File: src/rtl/ctrl_74hc595.sv
// Serialises {4'b0000, i_data} MSB-first into a 74HC595 chain, then pulses the latch clock.
// Optional macro CTRL_74HC595_ON_CHANGE_EN: after each latch, idle until i_data changes.
module ctrl_74hc595 #(
  parameter int CLK_DIV = 4
) (
  input  logic        clk,
  input  logic        rst,
  input  logic [11:0] i_data,
  output logic        o_oe,
  output logic        o_stcp,
  output logic        o_shcp,
  output logic        o_ds
);

`ifdef CTRL_74HC595_ON_CHANGE_EN
  typedef enum logic [1:0] {LOAD, SHIFT, LATCH, IDLE} state_t;
`else
  typedef enum logic [1:0] {LOAD, SHIFT, LATCH} state_t;
`endif

  localparam logic [7:0] DIV_LAST = 8'(CLK_DIV - 1);

  state_t      r_state;
  logic [7:0]  r_div;
  logic        r_half;
  logic [3:0]  r_bit;
  logic [15:0] r_sr;
  logic        r_oe;
  logic        r_stcp;
  logic        r_shcp;
`ifdef CTRL_74HC595_ON_CHANGE_EN
  logic [11:0] r_last;
`endif

  logic w_div_end;
  assign w_div_end = (r_div == DIV_LAST);

  // Every output is a flop; the shift register is emptied by the 16 shifts,
  // so o_ds naturally sits low during LATCH/IDLE.
  assign o_oe   = r_oe;
  assign o_stcp = r_stcp;
  assign o_shcp = r_shcp;
  assign o_ds   = r_sr[15];

  always_ff @(posedge clk) begin
    if (rst) begin
      r_state <= LOAD;
      r_div   <= '0;
      r_half  <= 1'b0;
      r_bit   <= '0;
      r_sr    <= '0;
      r_oe    <= 1'b1;
      r_stcp  <= 1'b0;
      r_shcp  <= 1'b0;
`ifdef CTRL_74HC595_ON_CHANGE_EN
      r_last  <= '0;
`endif
    end else begin
      case (r_state)
        LOAD: begin
          r_sr    <= {4'b0000, i_data};
          r_bit   <= '0;
          r_div   <= '0;
          r_half  <= 1'b0;
          r_shcp  <= 1'b0;
          r_stcp  <= 1'b0;
          r_state <= SHIFT;
`ifdef CTRL_74HC595_ON_CHANGE_EN
          r_last  <= i_data;
`endif
        end
        SHIFT: begin
          if (w_div_end) begin
            r_div  <= '0;
            r_half <= ~r_half;
            if (!r_half) begin
              r_shcp <= 1'b1;
            end else begin
              // Data moves only as o_shcp falls, so o_ds is stable across the rising edge.
              r_shcp <= 1'b0;
              r_sr   <= {r_sr[14:0], 1'b0};
              r_bit  <= r_bit + 4'd1;
              if (r_bit == 4'd15) begin
                r_state <= LATCH;
                r_stcp  <= 1'b1;
              end
            end
          end else begin
            r_div <= r_div + 8'd1;
          end
        end
        LATCH: begin
          if (w_div_end) begin
            r_div  <= '0;
            r_half <= ~r_half;
            if (!r_half) begin
              r_stcp <= 1'b0;
              r_oe   <= 1'b0;
            end else begin
`ifdef CTRL_74HC595_ON_CHANGE_EN
              r_state <= IDLE;
`else
              r_state <= LOAD;
`endif
            end
          end else begin
            r_div <= r_div + 8'd1;
          end
        end
`ifdef CTRL_74HC595_ON_CHANGE_EN
        IDLE: begin
          if (i_data != r_last) r_state <= LOAD;
        end
`endif
        default: r_state <= LOAD;
      endcase
    end
  end

endmodule

File: config.mk
export PLATFORM = sky130hd
export DESIGN_NAME = ctrl_74hc595
export DESIGN_NICKNAME = d
export VERILOG_FILES = /design/src/rtl/ctrl_74hc595.sv
export SDC_FILE = /design/constraint.sdc
export NUM_CORES = 1
export LEC_CHECK = 0
export ABC_AREA = 0
export BUFFER_PORTS_ARGS = -buffer_cell sky130_fd_sc_hd__clkbuf_2
export CORE_ASPECT_RATIO = 0.7
export CORE_MARGIN = 2
export CORE_UTILIZATION = 30
export DETAILED_ROUTE_END_ITERATION = 12
export HOLD_SLACK_MARGIN = 0.03
export SKIP_CTS_REPAIR_TIMING = 1
export SLEW_MARGIN = 20
export SYNTH_ARGS = -nofsm -noshare
export SYNTH_HDL_FRONTEND = slang
export SYNTH_SLANG_ARGS = --single-unit
export TNS_END_PERCENT = 30
File: constraint.sdc
create_clock -name clk -period 3.3 [get_ports clk]
set_input_delay 0.66 -clock clk [delete_from_list [all_inputs] [get_ports clk]]
set_output_delay 0.66 -clock clk [all_outputs]
set_load 0.05 [all_outputs]
# After elaboration in Yosys (flattened, before gate mapping)
# Index checks and enable logic that the tools add are counted.
op_classes:
  muxes: 25
  n_reduce_logical: 11
  addsub: 2
  n_eq_ne: 11
  bitwise: 1
op_table:
  columns: ["cell", "count"]
  rows:
  - ["$mux W16", 2]
  - ["$pmux W16 S2", 1]
  - ["$pmux W8 S2", 1]
  - ["$ne A2 B2 Y1 const B", 6]
  - ["$mux W2", 5]
  - ["$add A8 B1 Y8 const B", 1]
  - ["$eq A8 B2 Y1 const B", 1]
  - ["$mux W1", 8]
  - ["$mux W4", 2]
  - ["$mux W8", 1]
  - ["$pmux W4 S2", 1]
  - ["$pmux W2 S3", 1]
  - ["$reduce_and A3 Y1", 2]
  - ["$reduce_and A6 Y1", 1]
  - ["$reduce_and A5 Y1", 1]
  - ["$add A4 B1 Y4 const B", 1]
  - ["$eq A4 B4 Y1 const B", 1]
  - ["$pmux W1 S2", 2]
  - ["$reduce_and A2 Y1", 2]
  - ["$reduce_bool A2 Y1", 2]
  - ["$pmux W1 S3", 1]
  - ["$reduce_bool A3 Y1", 1]
  - ["$eq A2 B1 Y1 const B", 1]
  - ["$eq A2 B2 Y1 const B", 1]
  - ["4 further kinds", 4]
word_totals:
  inputBits: 14
  out_inout_bits: 4
  ff_bits: 34

# Depth between registers and ports, before layout
logic_depth:
  depth_word: 5
  ltp_mapped: 8
  ltp_nobuf: 6

# Least setup slack after synthesis
# No wires, ideal clock.
synth_timing:
  path_type: "flip-flop to flip-flop"
  start: "register r_div[0]"
  end: "register r_stcp, in the netlist o_stcp"
  arrival_time_ns: 1.777
  synth_period_minus_slack_ns: 1.911
  path_slack_ns: 1.389
  n_path_buf: 0
  path_stages_with_launch: 6
  cell_sequence: "dfxtp_1 ha_1 or4b_4 or4_1 o21ai_0 a211oi_1"
synth_via:
  elab_chain_len: 3
  word_cells_on_any_way: 4
  cone_classes: "3 x eq/ne; 1 x reduce/logical"
synth_lines:
  columns: ["item", "line", "text"]
  rows:
  - ["start: declaration", "24", "logic [7:0] r_div;"]
  - ["start signal: assignment", "89", "r_div <= r_div + 8'd1;"]
  - ["start signal: assignment", "107", "r_div <= r_div + 8'd1;"]
  - ["$eq A8 B2 Y1 *", "36", "assign w_div_end = (r_div == DIV_LAST);"]
  - ["$ne A2 B2 Y1 (no source line)", null, null]
  - ["$reduce_and A6 Y1 (no source line) *", null, null]
  - ["end signal: assignment", "53", "r_stcp <= 1'b0;"]
  - ["end signal: assignment", "66", "r_stcp <= 1'b0;"]
  - ["end signal: assignment", "85", "r_stcp <= 1'b1;"]
  - ["end: declaration", "29", "logic r_stcp;"]
# Every way passes the cells marked *; elsewhere a longest branch is shown, timed or not.
# A chain may end at the register's enable or synchronous reset.

# Final worst setup path
# Ends and elaborated chain as after synthesis.

==> impl_metrics.py <==
metrics = {
    "status": {
        "run_status": "completed",
    },
    "logic_synthesis": {
        "syn-cell-area_mm2": 0.00167,
        "synth_nets": 215,
        "synth-adder-area-share_pct": 5.26,
        "synth_cell_types": 44,
        "synth_area_per_cell_um2": 8.59,
        "synth_edf_count": 0,
        "dominantRegCellSynth": "dfxtp_1",
        "synth_top_area_cell": "dfxtp_1",
        "synth-simple-area-share_pct": 32.6,
        "synth.most_common_cell": "nor2_1",
        "synth_area_leaders": "dfxtp_1, nor2_1, ha_1",
        "ys_ff_latch": 34,
        "synth_xor_area_share_pct": 4.20,
        "async_flop_share_pct": 0,
        "yosys-top-cells-count": "nor2_1, dfxtp_1, nand3_1, a21oi_1, nor4_1",
        "muxShareOfSynthArea_pct": 0.601,
        "yosysWarnings": 0,
        "synth_top_family_by_area": "simple AND/OR/NAND/NOR gates",
        "synth_compound_area_share_pct": 12.4,
        "synth_cells": 194,
        "seq_area_frac_synth_pct": 40.8,
        "synth_top_cell_area_share_pct": 40.8,
    },
    "final_layout": {
        "syn_to_final_growth_pct": 12.7,
        "drive_gt1_share_pct": 16.3,
        "nets": 229,
        "multi_input_area_um2": 917,
        "antenna_cells": 0,
        "regArea_um2": 681,
        "fill_cells": 540,
        "fin_util_pct": 35.4,
    },
    "setup_path": {
        "cpMaxStageDelayCell": "or4b_4",
        "crit_required_ns": 3.45,
        "cp_cell_sequence": "ha_1, or4b_4, or4_1, o21ai_0, a211oi_1",
        "end_kind": "flip-flop",
        "critPathBufInv": 0,
        "critPathTopFamily": "simple AND/OR/NAND/NOR gates",
        "setup.worst_path.class": "reg2reg",
        "crit_fanout": 6,
        "rrSetupSlack_ns": 1.17,
        "rr_startpoint": "r_div[0]",
        "cp-startpoint": "r_div[0]",
        "start_kind": "flip-flop",
        "slowest_delay_ns": 0.56,
        "ff2ff_path_depth": 5,
        "worst_r2r_endpoint": "o_stcp",
        "critPathArrivalTime_ns": 2.28,
    },
    "timing": {
        "worst_pin_slew_ns": 0.719,
        "hold_viol": 0,
        "fin_crit_sh_pct": 64.5,
        "hold_slack_ns": 0.458,
        "min_period_ns": 2.13,
        "slew-limit-headroom_pct": 52.1,
        "fin_skew_ns": 0.00699,
        "max_freq_mhz": 470,
        "fin_tns_setup_ns": 0,
        "rsz0062_at_grt": "false",
        "slew_violations": 0,
        "setup_viol": 0,
    },
    "global_route": {
        "grt_pass1_vias": 1233,
        "grt_usage_pct": 12.6,
        "overflow": 0,
        "antenna_found_initial": 0,
        "grt_pass1_wl_mm": 5.95,
        "grt_max_degree": 26,
    },
    "power_and_ir_drop": {
        "p_total_uw": 857,
        "comb_power_share_pct": 13.3,
        "power_density_mw_per_mm2": 456,
        "cellInternalPower_uw": 620,
        "clockPowerShare_pct": 33.7,
        "p_leak_uw": 0.000727,
        "pwr-share-seq_pct": 53.0,
        "switching_share_pct": 27.7,
        "p_switching_uw": 237,
        "ir_worst_vdd_mv": 0.144,
    },
    "clock_network": {
        "cts_tree": "yes",
        "clock_sinks": 34,
        "cts_htree_levels": 2,
        "clock_latency_ns": 0.28,
        "clk_path_buf_depth": 2,
        "numCtsBuffers": 5,
        "path_clk_slew_ns": 0.07,
        "root_buffer": "clkbuf_8",
    },
    "route": {
        "vias_per_cell": 4.89,
        "route.detailed.drc": 0,
        "drt_iter0_drc": 81,
        "wl_per_cell_um": 12.1,
        "vias": 1368,
        "drtAntennaViolNets": 0,
        "drt-total-wl_mm": 3.38,
        "first_pass_iters": 4,
    },
    "worst_hold_path": {
        "whs_endpoint": "r_sr[15]",
        "worstHoldStart": "r_sr[14]",
        "min_path_cells": 2,
        "hold_class": "reg2reg",
    },
    "placed_design": {
        "place.gp.congestion": 0.758,
        "dp_hpwl_mm": 2.34,
        "port_buffers": 17,
    },
    "die": {
        "die_height_um": 66.4,
        "die_w_um": 93.1,
        "io-pin-count": 18,
        "initial_core_util_pct": 31.4,
        "num_rows": 22,
        "dieArea_mm2": 0.00618,
        "coreArea_mm2": 0.00531,
    },
    "run": {
        "cap_viol_max_count": 0,
    },
}
-- state kept, by name, summed over array words and instances, names as in the netlist --
name and cells:
o_oe 1, o_shcp 1, o_stcp 1, r_bit 4, r_div 8, r_half 1
r_sr 16, r_state 2
-- metal layers --
metal | wire, um | track usage, % | vias up | share of wire, %
met2 | 1330 | 16.3 | 19 | 39
met4 | 60 | 6.07 | 0 | 1.8
li1 | - | - | 714 | -
met1 | 1860 | 18.5 | 630 | 55
met5 | 0 | 0 | - | 0
met3 | 134 | 3.65 | 5 | 4.0
-- cell families (layout without fill, tap and decap cells) --
kind of cell    after synthesis  in the layout
simple gates                 99             99
flops                        34             34
compound gates               29             29
buf+inv                      16             30
xor+xnor                      8              8
fa+ha+maj                     7              7
mux                           1              1
-- stage by stage --
stage	cell area [um^2]	instances	setup slack, ns
finish	1880	280	1.17
global route	1880	280	0.910
CTS	1880	280	1.16
floorplan	1670	194	1.39
global placement	1800	273	1.16
detailed placement	1800	273	1.18
-- worst register-to-register path, stage by stage (launching register included) --
cell and delay [ns]:
dfxtp_1 0.42, ha_1 0.26, or4b_4 0.56, or4_1 0.48, o21ai_0 0.18, a211oi_1 0.10
-- placed cells by master (no fill, tap or decap), types with 2 or more instances in the layout --
cell type and count:
nor2_1 45, dfxtp_1 34, clkbuf_2 17, nand3_1 14, a21oi_1 10, nor4_1 10, nand2_1 8, xor2_1 7
ha_1 7, inv_1 5, o21ai_0 5, clkbuf_8 5, and3_1 3, nor3_1 3, or4b_4 2, a211oi_1 2
nor3_2 2, nand4b_1 2, clkinv_2 2
-- power groups by stage --
stage | combinational [uW] | clock (uW) | sequential (uW)
after global routing | 134 | 316 | 458
after global placement | 115 | 0 | 464
after floorplan | 92.7 | 0 | 460
final | 114 | 289 | 454
after CTS | 115 | 303 | 454
after detailed placement | 115 | 0 | 463
-- final cells by class --
cell class / count / area share, %
Clock buffer: 5 / 3.66
Clock inverter: 2 / 0.533
Inverter: 5 / 0.999
Multi-Input combinational cell: 144 / 48.8
Sequential cell: 34 / 36.2
Tap cell: 72 / 4.80
Timing Repair Buffer: 18 / 4.93
-- worst max path at each step --
stage                to  slack (ns)  depth (start not counted)
2_1_floorplan    o_stcp        1.39                          5
3_3_place_gp   r_div[0]        1.16                          5
3_5_place_dp   r_div[0]        1.18                          5
4_1_cts        r_div[6]        1.16                          5
5_1_grt         r_sr[7]        0.91                          6
6_report         o_stcp        1.17                          5
Note: power is estimated with default switching activity, not from simulation.
